$ cat src/rtl/ib_counter_check.sv
`default_nettype none
// ============================================================================
// Module   : ib_counter_check
// Purpose  : Receive-side checker for a free-running up-counter stream.
//            Each qualified sample must equal the previous sample + 1
//            (mod 2^W). LOCK_N consecutive good increments declare lock;
//            a discontinuity while locked is flagged, counted (saturating)
//            and the checker falls back to acquisition to relock.
// Ports    : i_clk        clock, rising edge
//            i_rst        synchronous reset, active high
//            i_valid      i_c holds a sample this cycle
//            i_c [W]      counter value under check
//            o_locked     stream verified contiguous
//            o_err        sticky: a mismatch was seen while locked
//            o_err_pulse  one-cycle strobe per mismatch while locked
//            o_err_cnt    saturating count of mismatches while locked
//            o_cap_exp/o_cap_act [W]  (IB_COUNTER_CHECK_CAPTURE_EN only)
//                         expected/actual value of the first locked mismatch
// Config   : `define IB_COUNTER_CHECK_CAPTURE_EN adds the capture outputs.
// Revision : 1.0  initial release
// ============================================================================
module ib_counter_check #(
    parameter int W      = 16,
    parameter int LOCK_N = 4,
    parameter int ERR_W  = 16
) (
    input  logic             i_clk,
    input  logic             i_rst,
    input  logic             i_valid,
    input  logic [W-1:0]     i_c,
    output logic             o_locked,
    output logic             o_err,
    output logic             o_err_pulse,
    output logic [ERR_W-1:0] o_err_cnt
`ifdef IB_COUNTER_CHECK_CAPTURE_EN
    ,
    output logic [W-1:0]     o_cap_exp,
    output logic [W-1:0]     o_cap_act
`endif
);

    // Wide enough to hold LOCK_N itself; in LOCK the counter parks at LOCK_N.
    localparam int c_GOOD_W = $clog2(LOCK_N + 1);
    localparam logic [c_GOOD_W-1:0] c_LOCK_N = c_GOOD_W'(LOCK_N);

    localparam logic [1:0] c_IDLE = 2'd0;
    localparam logic [1:0] c_ACQ  = 2'd1;
    localparam logic [1:0] c_LOCK = 2'd2;

    logic [1:0]          r_state_q,     w_state_d;
    logic [W-1:0]        r_prev_q,      w_prev_d;
    logic [c_GOOD_W-1:0] r_good_q,      w_good_d;
    logic                r_locked_q,    w_locked_d;
    logic                r_err_q,       w_err_d;
    logic                r_err_pulse_q, w_err_pulse_d;
    logic [ERR_W-1:0]    r_err_cnt_q,   w_err_cnt_d;
`ifdef IB_COUNTER_CHECK_CAPTURE_EN
    logic [W-1:0]        r_cap_exp_q,   w_cap_exp_d;
    logic [W-1:0]        r_cap_act_q,   w_cap_act_d;
`endif

    logic [W-1:0]        w_prev_inc;
    logic [c_GOOD_W-1:0] w_good_inc;
    logic                w_match;
    logic                w_lock_miss;

    // Increment is taken in W bits so the wrap 2^W-1 -> 0 counts as a match.
    assign w_prev_inc  = r_prev_q + W'(1);
    assign w_good_inc  = r_good_q + c_GOOD_W'(1);
    assign w_match     = (i_c == w_prev_inc);
    assign w_lock_miss = i_valid && (r_state_q == c_LOCK) && !w_match;

    // ------------------------------------------------------------------
    // State register (all flops)
    // ------------------------------------------------------------------
    always_ff @(posedge i_clk) begin
        if (i_rst) begin
            r_state_q     <= c_IDLE;
            r_prev_q      <= '0;
            r_good_q      <= '0;
            r_locked_q    <= 1'b0;
            r_err_q       <= 1'b0;
            r_err_pulse_q <= 1'b0;
            r_err_cnt_q   <= '0;
`ifdef IB_COUNTER_CHECK_CAPTURE_EN
            r_cap_exp_q   <= '0;
            r_cap_act_q   <= '0;
`endif
        end else begin
            r_state_q     <= w_state_d;
            r_prev_q      <= w_prev_d;
            r_good_q      <= w_good_d;
            r_locked_q    <= w_locked_d;
            r_err_q       <= w_err_d;
            r_err_pulse_q <= w_err_pulse_d;
            r_err_cnt_q   <= w_err_cnt_d;
`ifdef IB_COUNTER_CHECK_CAPTURE_EN
            r_cap_exp_q   <= w_cap_exp_d;
            r_cap_act_q   <= w_cap_act_d;
`endif
        end
    end

    // ------------------------------------------------------------------
    // Next-state logic: advances on valid samples only
    // ------------------------------------------------------------------
    always_comb begin
        w_state_d = r_state_q;
        w_good_d  = r_good_q;
        w_prev_d  = r_prev_q;
        if (i_valid) begin
            // Every sample becomes the new reference, so relock counts
            // from the mismatching value itself.
            w_prev_d = i_c;
            case (r_state_q)
                c_IDLE: begin
                    w_good_d  = '0;
                    w_state_d = c_ACQ;
                end
                c_ACQ: begin
                    if (w_match) begin
                        w_good_d = w_good_inc;
                        if (w_good_inc == c_LOCK_N) begin
                            w_state_d = c_LOCK;
                        end
                    end else begin
                        w_good_d = '0;
                    end
                end
                c_LOCK: begin
                    if (!w_match) begin
                        w_good_d  = '0;
                        w_state_d = c_ACQ;
                    end
                end
                default: begin
                    w_good_d  = '0;
                    w_state_d = c_IDLE;
                end
            endcase
        end
    end

    // ------------------------------------------------------------------
    // Output logic: next values of the registered outputs
    // ------------------------------------------------------------------
    always_comb begin
        w_locked_d    = (w_state_d == c_LOCK);
        w_err_d       = r_err_q | w_lock_miss;
        w_err_pulse_d = w_lock_miss;
        w_err_cnt_d   = r_err_cnt_q;
        if (w_lock_miss && !(&r_err_cnt_q)) begin
            w_err_cnt_d = r_err_cnt_q + ERR_W'(1);
        end
`ifdef IB_COUNTER_CHECK_CAPTURE_EN
        w_cap_exp_d = r_cap_exp_q;
        w_cap_act_d = r_cap_act_q;
        // Sticky error still clear means this is the first locked mismatch.
        if (w_lock_miss && !r_err_q) begin
            w_cap_exp_d = w_prev_inc;
            w_cap_act_d = i_c;
        end
`endif
    end

    assign o_locked    = r_locked_q;
    assign o_err       = r_err_q;
    assign o_err_pulse = r_err_pulse_q;
    assign o_err_cnt   = r_err_cnt_q;
`ifdef IB_COUNTER_CHECK_CAPTURE_EN
    assign o_cap_exp   = r_cap_exp_q;
    assign o_cap_act   = r_cap_act_q;
`endif

endmodule
`default_nettype wire

$ cat config.mk
export PLATFORM = sky130hd
export DESIGN_NAME = ib_counter_check
export DESIGN_NICKNAME = d
export VERILOG_FILES = /design/src/rtl/ib_counter_check.sv
export SDC_FILE = /design/constraint.sdc
export NUM_CORES = 1
export LEC_CHECK = 0
export CAP_MARGIN = 20
export CORE_MARGIN = 2
export CORE_UTILIZATION = 31
export CTS_BUF_LIST = sky130_fd_sc_hd__clkbuf_8 sky130_fd_sc_hd__clkbuf_16
export DETAILED_ROUTE_END_ITERATION = 7
export PLACE_DENSITY = 0.61
export SYNTH_ARGS = -nofsm -noshare
export SYNTH_HDL_FRONTEND = slang
export SYNTH_SLANG_ARGS = --single-unit
$ cat constraint.sdc
create_clock -name i_clk -period 4.8 [get_ports i_clk]
set_input_delay 1.2 -clock i_clk [delete_from_list [all_inputs] [get_ports i_clk]]
set_output_delay 1.2 -clock i_clk [all_outputs]
set_load 0.005 [all_outputs]
### Word-level counts from Yosys, hierarchy flattened

Index checks and enable logic that the tools add are counted.

* bits in registers: 40
* bits of input ports: 19
* output and inout bits: 19
* logic and storage cells: 33

* add/subtract/negate cells: 3
* equality and inequality tests: 6
* muxes and demuxes: 8
* bitwise logic cells: 1
* reductions and logical operators: 8

Operators with widths (count)
* 16-bit by 1-bit adder with 16-bit output (second input constant): 2
* 16-bit equality test: 1
* 16-bit AND reduction: 1
* 2-bit 2-to-1 mux: 4
* 3-bit 2-to-1 mux: 2
* 2-bit case mux with 3 select lines: 1
* 3-bit case mux with 2 select lines: 1
* 2-bit equality test (second input constant): 2
* 3-bit by 1-bit adder with 3-bit output (second input constant): 1
* 3-bit equality test (second input constant): 1
* 1-bit logical AND: 3
* 2-bit by 1-bit equality test with 1-bit output (second input constant): 1
* 1-bit zero test: 2
* 2-bit zero test: 1
* 2-bit != test (second input constant): 1
* 2-bit AND reduction: 1
* 1-bit bitwise OR: 1

### Logic depth before layout (Yosys ltp)

Gate-level depths: netlist of the first run.

* depth in word-level cells: 7
* depth in mapped cells: 11
* depth with buffers taken out: 9

### Worst setup path before layout of the first run

OpenSTA, ideal clock, no wires.

* path kind: input-to-reg
* from: input port i_c[10]
* to: register r_err_cnt_q[15] (netlist: o_err_cnt[15])
* setup time: 123 ps
* data arrival time: 3038 ps
* required time: 4677 ps
* slack: 1639 ps
* stages on the path: 9
* buffers on the path: 1
* path through: xnor2_1 -> inv_1 -> o221a_2 -> or4_1 -> nor4_2 -> and4bb_4 -> buf_8 -> nor3_1 -> mux2_1

* longest elaborated chain between the ends: 4

RTL lines
* start: declaration: RTL line 30 `input logic [W-1:0] i_c,`
* 16-bit equality test: RTL line 70 `assign w_match = (i_c == w_prev_inc);`
* 1-bit zero test
* 1-bit logical AND: RTL line 71 `assign w_lock_miss = i_valid && (r_state_q == c_LOCK) && !w_match;`
* 1-bit logical AND: RTL line 152 `if (w_lock_miss && !(&r_err_cnt_q)) begin`
* end signal: assignment: RTL line 96 `r_err_cnt_q <= w_err_cnt_d;`
* end: declaration: RTL line 56 `logic [ERR_W-1:0] r_err_cnt_q, w_err_cnt_d;`

No other way between the ends.
A chain may end at the register's enable or synchronous reset.

### Final worst setup path of the first run

* from: input port i_c[10]
* to: register r_err_cnt_q[11] (netlist: o_err_cnt[11])

Same word-level chain as after synthesis.

==> out/metrics.csv, run 1 <==
metric,value,unit
crit path kind,primary input to flip-flop,
total global routing overflow,0,
Core Region,7330,um^2
Root Buffer,clkbuf_8,
Buffers on Ports,37,
combinational family with the most area after synthesis,simple AND/OR/NAND/NOR gates,
final net count,335,
final clock skew,0.00556,ns
fin area,2900,um^2
CP required,4.98,ns
GRT Total Usage,0.139,
MaxCap Viol Count,0,
critical path launch point type,primary input,
Starting Density,0.325,
crit-path max FO,32,
worst r2r path cells,8,
Final Hold Viols,0,
Most used DFF post-synth,dfxtp_1,
number of diodes,0,
total power,0.654,mW
reg-to-reg setup timing slack,1.92,ns
"commonest non-fill, non-tap cell in the layout",dfxtp_1,
Detailed Route Iter0 Violations,98,
pin count of the biggest net entering global routing,33,
dpl cells,404,
Setup-failing EPs final,0,
mux contribution to synthesized area,0.137,
Layout fillers,751,
f_max,278,MHz
post-route setup slack,1.20,ns
vias in the first global route,2078,
power density over the cells,225,nW/um^2
"FFs w/ async S/R, synth",0,
wire length per cell,13.1,um
DRC violation count after routing,0,
total number of vias,2047,
fin crit share,0.750,
hold_buf cts,0,
Hold Slack,0.461,ns
Synth cell types,53,
clock buffer depth,2,
Die H,91.6,um
Synth Instances,278,
Layout area overhead,21.9,%
syn nets,301,
drt total wl,5.38,mm
CTS Buf Count,5,
Mapped Avg Cell Area,8.56,um^2
final core occ,0.396,
Slew headroom,0.396,
RSZ-0062 raised after global routing,false,
Sequential Area,801,um^2
run status,completed,
post-layout min period,3.60,ns
count of state elements after synthesis,40,
Multi-input gate area,1480,um^2
Vias/cell,4.98,
P_leak,1.08,nW
Hold Crit Class,flip-flop to flip-flop,
CTS H-tree depth,2,
max-slew violations,0,
clk_lat worst skew,0.30,ns
reg2reg end,o_err_cnt[11]$_SDFFE_PP0P_,
CP endpoint,o_err_cnt[11]$_SDFFE_PP0P_,
Setup crit end kind,flip-flop,
compound-cell area share of the yosys netlist,0.0967,
clock tree from TritonCTS,done,
number of clock sinks,40,
DPL Wire Length,3.71,mm
post-synthesis xor/xnor area fraction,0.0662,
pre-CTS WS,0.890,ns
Routed Antenna Nets,0,
Pre-antenna DRT Iters,4,
overall die area,8400,um^2
crit path DAT,3.78,ns
width of the die,91.6,um
Syn. warnings,0,
Placer Congestion,0.812,
final std cells w/o fill,411,
clock-pin slew on the worst setup and hold paths,0.08,ns
area of placed instances,2820,um^2
"EDFF count, synth",0,
Worst-Margin Slew,0.904,ns
Post-Synth Simple-Gate Area,0.302,
Worst setup startpoint,i_c[10],
worst r2r src,r_prev_q[0]$_SDFFE_PP0P_,
# resized after CTS,0,
num rows,31,
most frequent cells in the layout,"dfxtp_1, clkdlybuf4s50_1, nor2_1",
first-pass GRT wire length,9.57,mm
adder-cell share of the synthesized area,0.0210,
setup TNS,0,ns
maximum VDD drop,0.0784,mV
initial antenna violation count,0,
"Seq/Total Area, Yosys",0.336,
Setup Buffers After CTS,0,
Post-Syn Area,2380,um^2
share of layout cells above drive strength 1,0.0769,
I/O Pins,38,
==> sequential cells by signal, summed over array words and instances (netlist names) <==
name	flops
o_err	1
o_err_cnt	16
o_err_pulse	1
o_locked	1
r_good_q	3
r_prev_q	16
r_state_q	2
==> cell families (layout without fill, tap and decap cells) <==
kind of cell,after synthesis,after routing
flip-flops,40,40
AO/OA/AOI/OAI,35,35
multiplexers,31,31
XOR/XNOR,18,18
adder cells (fa/ha/maj),4,4
buffers and inverters,19,53
AND/OR/NAND/NOR,131,131
==> final cells by class <==
cell class,instances,area share
tap,99,0.0427
sequential,40,0.276
inverter,6,0.00776
clock buffer,5,0.0237
clock inverter,2,0.00431
multi-input combinational,219,0.510
timing repair buffer,40,0.135
==> where the power goes <==
part / internal [mW] / switching, mW / leakage [nW]
combinational: 0.0431 / 0.0398 / 0.713
clock: 0.0985 / 0.121 / 0.0400
sequential: 0.340 / 0.0118 / 0.326
total: 0.482 / 0.173 / 1.08
==> Yosys cell counts (3+ instances only) <==
cell type | n | area share
a21oi_1 | 9 | 0.019
a22o_1 | 3 | 0.011
and3_1 | 5 | 0.013
clkbuf_1 | 7 | 0.011
dfxtp_1 | 40 | 0.34
ha_1 | 4 | 0.021
inv_1 | 6 | 0.0095
mux2_1 | 7 | 0.033
mux2_2 | 5 | 0.024
mux2i_1 | 19 | 0.080
nand2_1 | 17 | 0.027
nand3_1 | 11 | 0.023
nand4_1 | 4 | 0.011
nor2_1 | 36 | 0.057
nor2b_1 | 14 | 0.037
nor3_1 | 10 | 0.021
nor3b_1 | 5 | 0.016
nor4_1 | 6 | 0.016
o21ai_0 | 8 | 0.017
or3_1 | 3 | 0.0079
or4_1 | 3 | 0.0095
xnor2_1 | 14 | 0.051
xor2_1 | 4 | 0.015
==> worst min-delay path by stage <==
stage,cells after the start,slack (ns),from,endpoint
global placement,2,0.44,o_err$_SDFF_PP0_,o_err$_SDFF_PP0_
CTS,2,0.47,o_err$_SDFF_PP0_,o_err$_SDFF_PP0_
detailed placement,2,0.46,o_err$_SDFF_PP0_,o_err$_SDFF_PP0_
global route,2,0.50,o_err$_SDFF_PP0_,o_err$_SDFF_PP0_
finish,2,0.46,o_err$_SDFF_PP0_,o_err$_SDFF_PP0_
floorplan,2,0.44,o_err$_SDFF_PP0_,o_err$_SDFF_PP0_
==> worst max-delay path, stage by stage <==
cell             delay, ns
clkdlybuf4s50_1       0.49
xnor2_1               0.15
inv_1                 0.09
o221a_2               0.24
or4_1                 0.48
nor4_2                0.16
and4bb_4              0.51
nor3_1                0.13
mux2_1                0.32
==> per-layer routing <==
layer	vias up	part of all wire	GRT usage	wire length [um]
met2	47	0.45	0.218	2430
met5	-	0	0	0
met4	0	0.0026	0.0265	14
met1	938	0.49	0.183	2640
li1	1060	-	-	-
met3	2	0.054	0.0501	288
Note: power is estimated with default switching activity, not from simulation.
==> run 2, diff against run 1 <==
Clock period 4.8 ns to 3.35 ns, I/O delays scaled along.
==> run 2 against run 1 <==
Flip-flop and latch count stayed put. First-iteration DRC count up 3.1%. Non-clock buffer count grew 5. Critical path type unchanged.
==> out/metrics.csv, run 2 (synthesis gave the netlist of run 1 again) <==
metric,value,unit,change
maximum VDD drop,0.119,mV,+52%
"commonest non-fill, non-tap cell in the layout",dfxtp_1,,
pin count of the biggest net entering global routing,28,,-15%
crit path DAT,3.29,ns,-0.49 ns
most frequent cells in the layout,"dfxtp_1, clkdlybuf4s50_1, nor2_1",,
clock-pin slew on the worst setup and hold paths,0.07,ns,about the same
vias in the first global route,2057,,-1.0%
max-slew violations,0,,unchanged
P_leak,1.12,nW,+3.6%
initial antenna violation count,0,,unchanged
fin crit share,0.930,,
Starting Density,0.325,,unchanged
RSZ-0062 raised after global routing,false,,
final core occ,0.402,,+0.00632
Slew headroom,0.511,,+0.115
DPL Wire Length,3.73,mm,+0.63%
drt total wl,5.15,mm,-4.1%
CP max stage delay,0.50,ns,about the same
clock buffer depth,2,,unchanged
f_max,321,MHz,
Layout area overhead,23.9,%,
Multi-input gate area,1480,um^2,unchanged
setup TNS,0,ns,unchanged
Pre-antenna DRT Iters,4,,unchanged
Sequential Area,801,um^2,unchanged
I/O Pins,38,,unchanged
Core Region,7330,um^2,unchanged
DRC violation count after routing,0,,unchanged
number of clock sinks,40,,unchanged
total power,0.947,mW,+45%
Placer Congestion,0.834,,+2.7%
critical path launch point type,primary input,,
"Critical Path, Cell by Cell",clkdlybuf4s50_1 > xnor2_1 > inv_1 > o221a_2 > or4_1 > nor4_2 > and4bb_4 > nor3_1 > mux2_1,,
clk_lat worst skew,0.29,ns,about the same
total number of vias,2062,,+0.73%
power density over the cells,321,nW/um^2,+42%
wire length per cell,12.4,um,-5.5%
crit-path max FO,18,,-44%
CTS H-tree depth,2,,unchanged
number of diodes,0,,unchanged
final net count,340,,+1.5%
Hold Crit Class,flip-flop to flip-flop,,
Final Hold Viols,0,,unchanged
dpl cells,409,,+1.2%
Sw Ratio,0.246,,-0.0178
Internal,0.714,mW,+48%
Vias/cell,4.94,,-0.72%
post-layout min period,3.11,ns,
Crit-path slowest cell,clkdlybuf4s50_1,,
clock tree from TritonCTS,done,,
Setup-failing EPs final,0,,unchanged
Root Buffer,clkbuf_8,,
overall die area,8400,um^2,unchanged
num rows,31,,unchanged
crit path kind,primary input to flip-flop,,
first-pass GRT wire length,9.02,mm,-5.8%
final std cells w/o fill,417,,+1.5%
Detailed Route Iter0 Violations,101,,+3.1%
run status,completed,,
GRT Total Usage,0.130,,-0.00838
Die H,91.6,um,unchanged
Routed Antenna Nets,0,,unchanged
width of the die,91.6,um,unchanged
share of layout cells above drive strength 1,0.0881,,+0.0111
# resized after CTS,0,,unchanged
sequential power share,0.532,,-0.006
total global routing overflow,0,,unchanged
Layout fillers,738,,-1.7%
CP required,3.53,ns,-1.45 ns
Setup Buffers After CTS,0,,unchanged
Buffers on Ports,37,,unchanged
Setup crit end kind,flip-flop,,
final clock skew,0.00908,ns,+0.00352 ns
Logic pwr share,0.129,,+0.002
Clock Power Share,0.339,,+0.003
sw power,0.233,mW,+35%
Worst-Margin Slew,0.727,ns,-0.177 ns
MaxCap Viol Count,0,,unchanged
hold_buf cts,0,,unchanged
CTS Buf Count,5,,unchanged
-- run 2: cell types whose count changed in the layout (fill, tap and decap cells not counted), sizes merged --
cell and delta:
clkbuf +1, buf +5, clkinvlp -1, inv +2, clkinv -1
-- run 2: layer usage --
layer / part of all wire / global-route usage / vias up
li1: - / - / 1070
met1: 0.49 / 0.168 / 940
met2: 0.44 / 0.210 / 46
met3: 0.057 / 0.0378 / 6
met4: 0.011 / 0.0404 / 0
met5: 0 / 0 / -
-- run 2: cell type report --
class,count,share of cell area
Clock buffer,6,0.0280
Sequential cell,40,0.272
Tap cell,99,0.0420
Inverter,6,0.00764
Timing Repair Buffer,45,0.146
Multi-Input combinational cell,219,0.502
Clock inverter,2,0.00255
-- run 2: path summary, 6_finish.rpt --
kind                                          startpoint                          to  slack [ns]  depth (start not counted)
worst max-delay path                             i_c[10]  o_err_cnt[13]$_SDFFE_PP0P_        0.24                          9
worst min-delay path                    o_err$_SDFF_PP0_            o_err$_SDFF_PP0_        0.47                          2
worst max register to register  r_prev_q[2]$_SDFFE_PP0P_   o_err_cnt[2]$_SDFFE_PP0P_        0.63                          9
worst min register to register          o_err$_SDFF_PP0_            o_err$_SDFF_PP0_        0.47                          2
-- run 2: power by group through the flow --
stage	combinational [mW]	sequential, mW	clock (mW)
final	0.122	0.504	0.321
after global routing	0.136	0.507	0.361
after CTS	0.124	0.504	0.339
after detailed placement	0.123	0.515	0
after global placement	0.121	0.515	0
after floorplan	0.0800	0.510	0
-- run 2: stage by stage --
stage | worst slack (ns) | cell area, um^2 | hold slack [ns]
floorplan | 0.552 | 2380 | 0.442
global placement | -0.0605 | 2860 | 0.461
detailed placement | -0.0746 | 2860 | 0.471
CTS | 0.232 | 2950 | 0.481
global route | 0.00342 | 2950 | 0.515
finish | 0.235 | 2950 | 0.471
-- run 2: critical path, delay by kind of cell --
kind	cells	cell delay, ns
XOR/XNOR	1	0.16
AND/OR/NAND/NOR	4	1.12
buffers and inverters	2	0.59
AO/OA/AOI/OAI	1	0.24
multiplexers	1	0.34
==> run 3, diff against run 2 <==
Settings changed: MAX_ROUTING_LAYER from default to met4.
==> run 3 against run 2 <==
Global-route usage increased by 0.36 points. Cell count unchanged. Via count decreased by 0.19%. Critical path type unchanged. Critical endpoint unchanged. Largest power group unchanged.
==> out/metrics.csv, run 3 (synthesis gave the netlist of run 1 again) <==
metric,value,unit,change
run status,completed,,
final core occ,0.402,,unchanged
num rows,31,,unchanged
number of diodes,0,,unchanged
clock tree from TritonCTS,done,,
fin crit share,0.928,,-0.00145
Root Buffer,clkbuf_8,,
MaxCap Viol Count,0,,unchanged
Worst-Margin Slew,0.727,ns,+0.000000358 ns
Clock Power Share,0.339,,about the same
total power,0.948,mW,about the same
"commonest non-fill, non-tap cell in the layout",dfxtp_1,,
final clock skew,0.00927,ns,+0.000195 ns
crit-path max FO,18,,unchanged
post-layout min period,3.11,ns,-0.00486 ns
Hold Crit Class,flip-flop to flip-flop,,
total number of vias,2058,,-0.19%
Core Region,7330,um^2,unchanged
Logic pwr share,0.129,,about the same
clk_lat worst skew,0.29,ns,about the same
final net count,340,,unchanged
width of the die,91.6,um,unchanged
Hold Crit Depth,2,,unchanged
Detailed Route Iter0 Violations,108,,+6.9%
crit path kind,primary input to flip-flop,,
total global routing overflow,0,,unchanged
CP max stage delay,0.50,ns,about the same
critical path launch point type,primary input,,
maximum VDD drop,0.120,mV,+0.13%
Setup Buffers After CTS,0,,unchanged
worst r2r path cells,9,,unchanged
CTS Buf Count,5,,unchanged
sequential power share,0.532,,about the same
drt total wl,5.17,mm,+0.29%
Crit-path slowest cell,clkdlybuf4s50_1,,
I/O Pins,38,,unchanged
CP required,3.53,ns,about the same
Internal,0.714,mW,about the same
CTS H-tree depth,2,,unchanged
sw power,0.233,mW,+0.13%
clock-pin slew on the worst setup and hold paths,0.07,ns,about the same
Layout fillers,738,,unchanged
share of layout cells above drive strength 1,0.0881,,unchanged
first-pass GRT wire length,9.02,mm,unchanged
Vias/cell,4.94,,-0.19%
setup TNS,0,ns,unchanged
cell depth of the worst setup path,9,,unchanged
Starting Density,0.325,,unchanged
Setup-failing EPs final,0,,unchanged
pin count of the biggest net entering global routing,28,,unchanged
Placer Congestion,0.846,,+1.5%
vias in the first global route,2057,,unchanged
Slew headroom,0.511,,unchanged
hold_buf cts,0,,unchanged
most frequent cells in the layout,"dfxtp_1, clkdlybuf4s50_1, nor2_1",,
Buffers & Inverters on Critical Path,2,,unchanged
max-slew violations,0,,unchanged
overall die area,8400,um^2,unchanged
# resized after CTS,0,,unchanged
Final Hold Viols,0,,unchanged
Crit path max-delay family,simple AND/OR/NAND/NOR gates,,
Setup crit end kind,flip-flop,,
clock buffer depth,2,,unchanged
Layout area overhead,23.9,%,unchanged
initial antenna violation count,0,,unchanged
Routed Antenna Nets,0,,unchanged
Die H,91.6,um,unchanged
Pre-antenna DRT Iters,4,,unchanged
power density over the cells,321,nW/um^2,about the same
P_leak,1.12,nW,unchanged
number of clock sinks,40,,unchanged
"Critical Path, Cell by Cell",clkdlybuf4s50_1 > xnor2_1 > inv_1 > o221a_2 > or4_1 > nor4_2 > and4bb_4 > nor3_1 > mux2_1,,
Sw Ratio,0.246,,about the same
Buffers on Ports,37,,unchanged
RSZ-0062 raised after global routing,false,,
crit path DAT,3.29,ns,about the same
DPL Wire Length,3.73,mm,unchanged
wire length per cell,12.4,um,+0.29%
f_max,322,MHz,+0.16%
DRC violation count after routing,0,,unchanged
GRT Total Usage,0.134,,+0.00362
==> run 3: cell counts in the layout (fill, tap and decap cells not counted) <==
No cell type changed its count.
==> run 3: worst reg2reg max path: cells and delay by family, from the launching register on <==
kind	cells	cell delay, ns
flip-flops	1	0.50
AND/OR/NAND/NOR	5	1.39
multiplexers	1	0.23
buffers and inverters	1	0.17
AO/OA/AOI/OAI	2	0.37
==> run 3: area by class of cell <==
cell class              instances  area [um^2]  share of cell area
clock buffers                   6         82.6              0.0280
clock inverters                 2         7.51             0.00255
inverters                       6         22.5             0.00764
multi-input cells             219         1480               0.502
flip-flops and latches         40          801               0.272
well taps                      99          124              0.0420
repair buffers                 45          430               0.146
==> run 3: per-stage QoR <==
| step | worst slack [ns] | hold slack, ns | instance area [um^2] | instances |
|---|---|---|---|---|
| after global placement | -0.0605 | 0.461 | 2860 | 409 |
| final | 0.240 | 0.471 | 2950 | 417 |
| after detailed placement | -0.0746 | 0.471 | 2860 | 409 |
| after floorplan | 0.552 | 0.442 | 2380 | 278 |
| after global routing | 0.00343 | 0.515 | 2950 | 417 |
| after CTS | 0.232 | 0.481 | 2950 | 417 |
==> run 3: power groups by stage <==
stage / Combinational [mW] / Clock, mW / Sequential [mW]
floorplan: 0.0800 / 0 / 0.510
global placement: 0.121 / 0 / 0.515
detailed placement: 0.123 / 0 / 0.515
CTS: 0.124 / 0.339 / 0.504
global route: 0.136 / 0.361 / 0.507
finish: 0.122 / 0.321 / 0.504
==> run 3: layer usage <==
layer	routed length [um]	share of wire	up-vias	GRT usage
met2	2330	0.45	46	0.210
met5	0	0	-	-
met1	2500	0.48	936	0.169
li1	-	-	1070	-
met4	59	0.011	0	0.0404
met3	279	0.054	6	0.0362
==> run 3: final timing paths <==
kind,start,end,slack (ns)
setup / recovery,i_c[10],o_err_cnt[13]$_SDFFE_PP0P_,0.24
hold / removal,o_err$_SDFF_PP0_,o_err$_SDFF_PP0_,0.47
hold reg to reg,o_err$_SDFF_PP0_,o_err$_SDFF_PP0_,0.47
setup reg to reg,r_prev_q[2]$_SDFFE_PP0P_,o_err_cnt[2]$_SDFFE_PP0P_,0.63
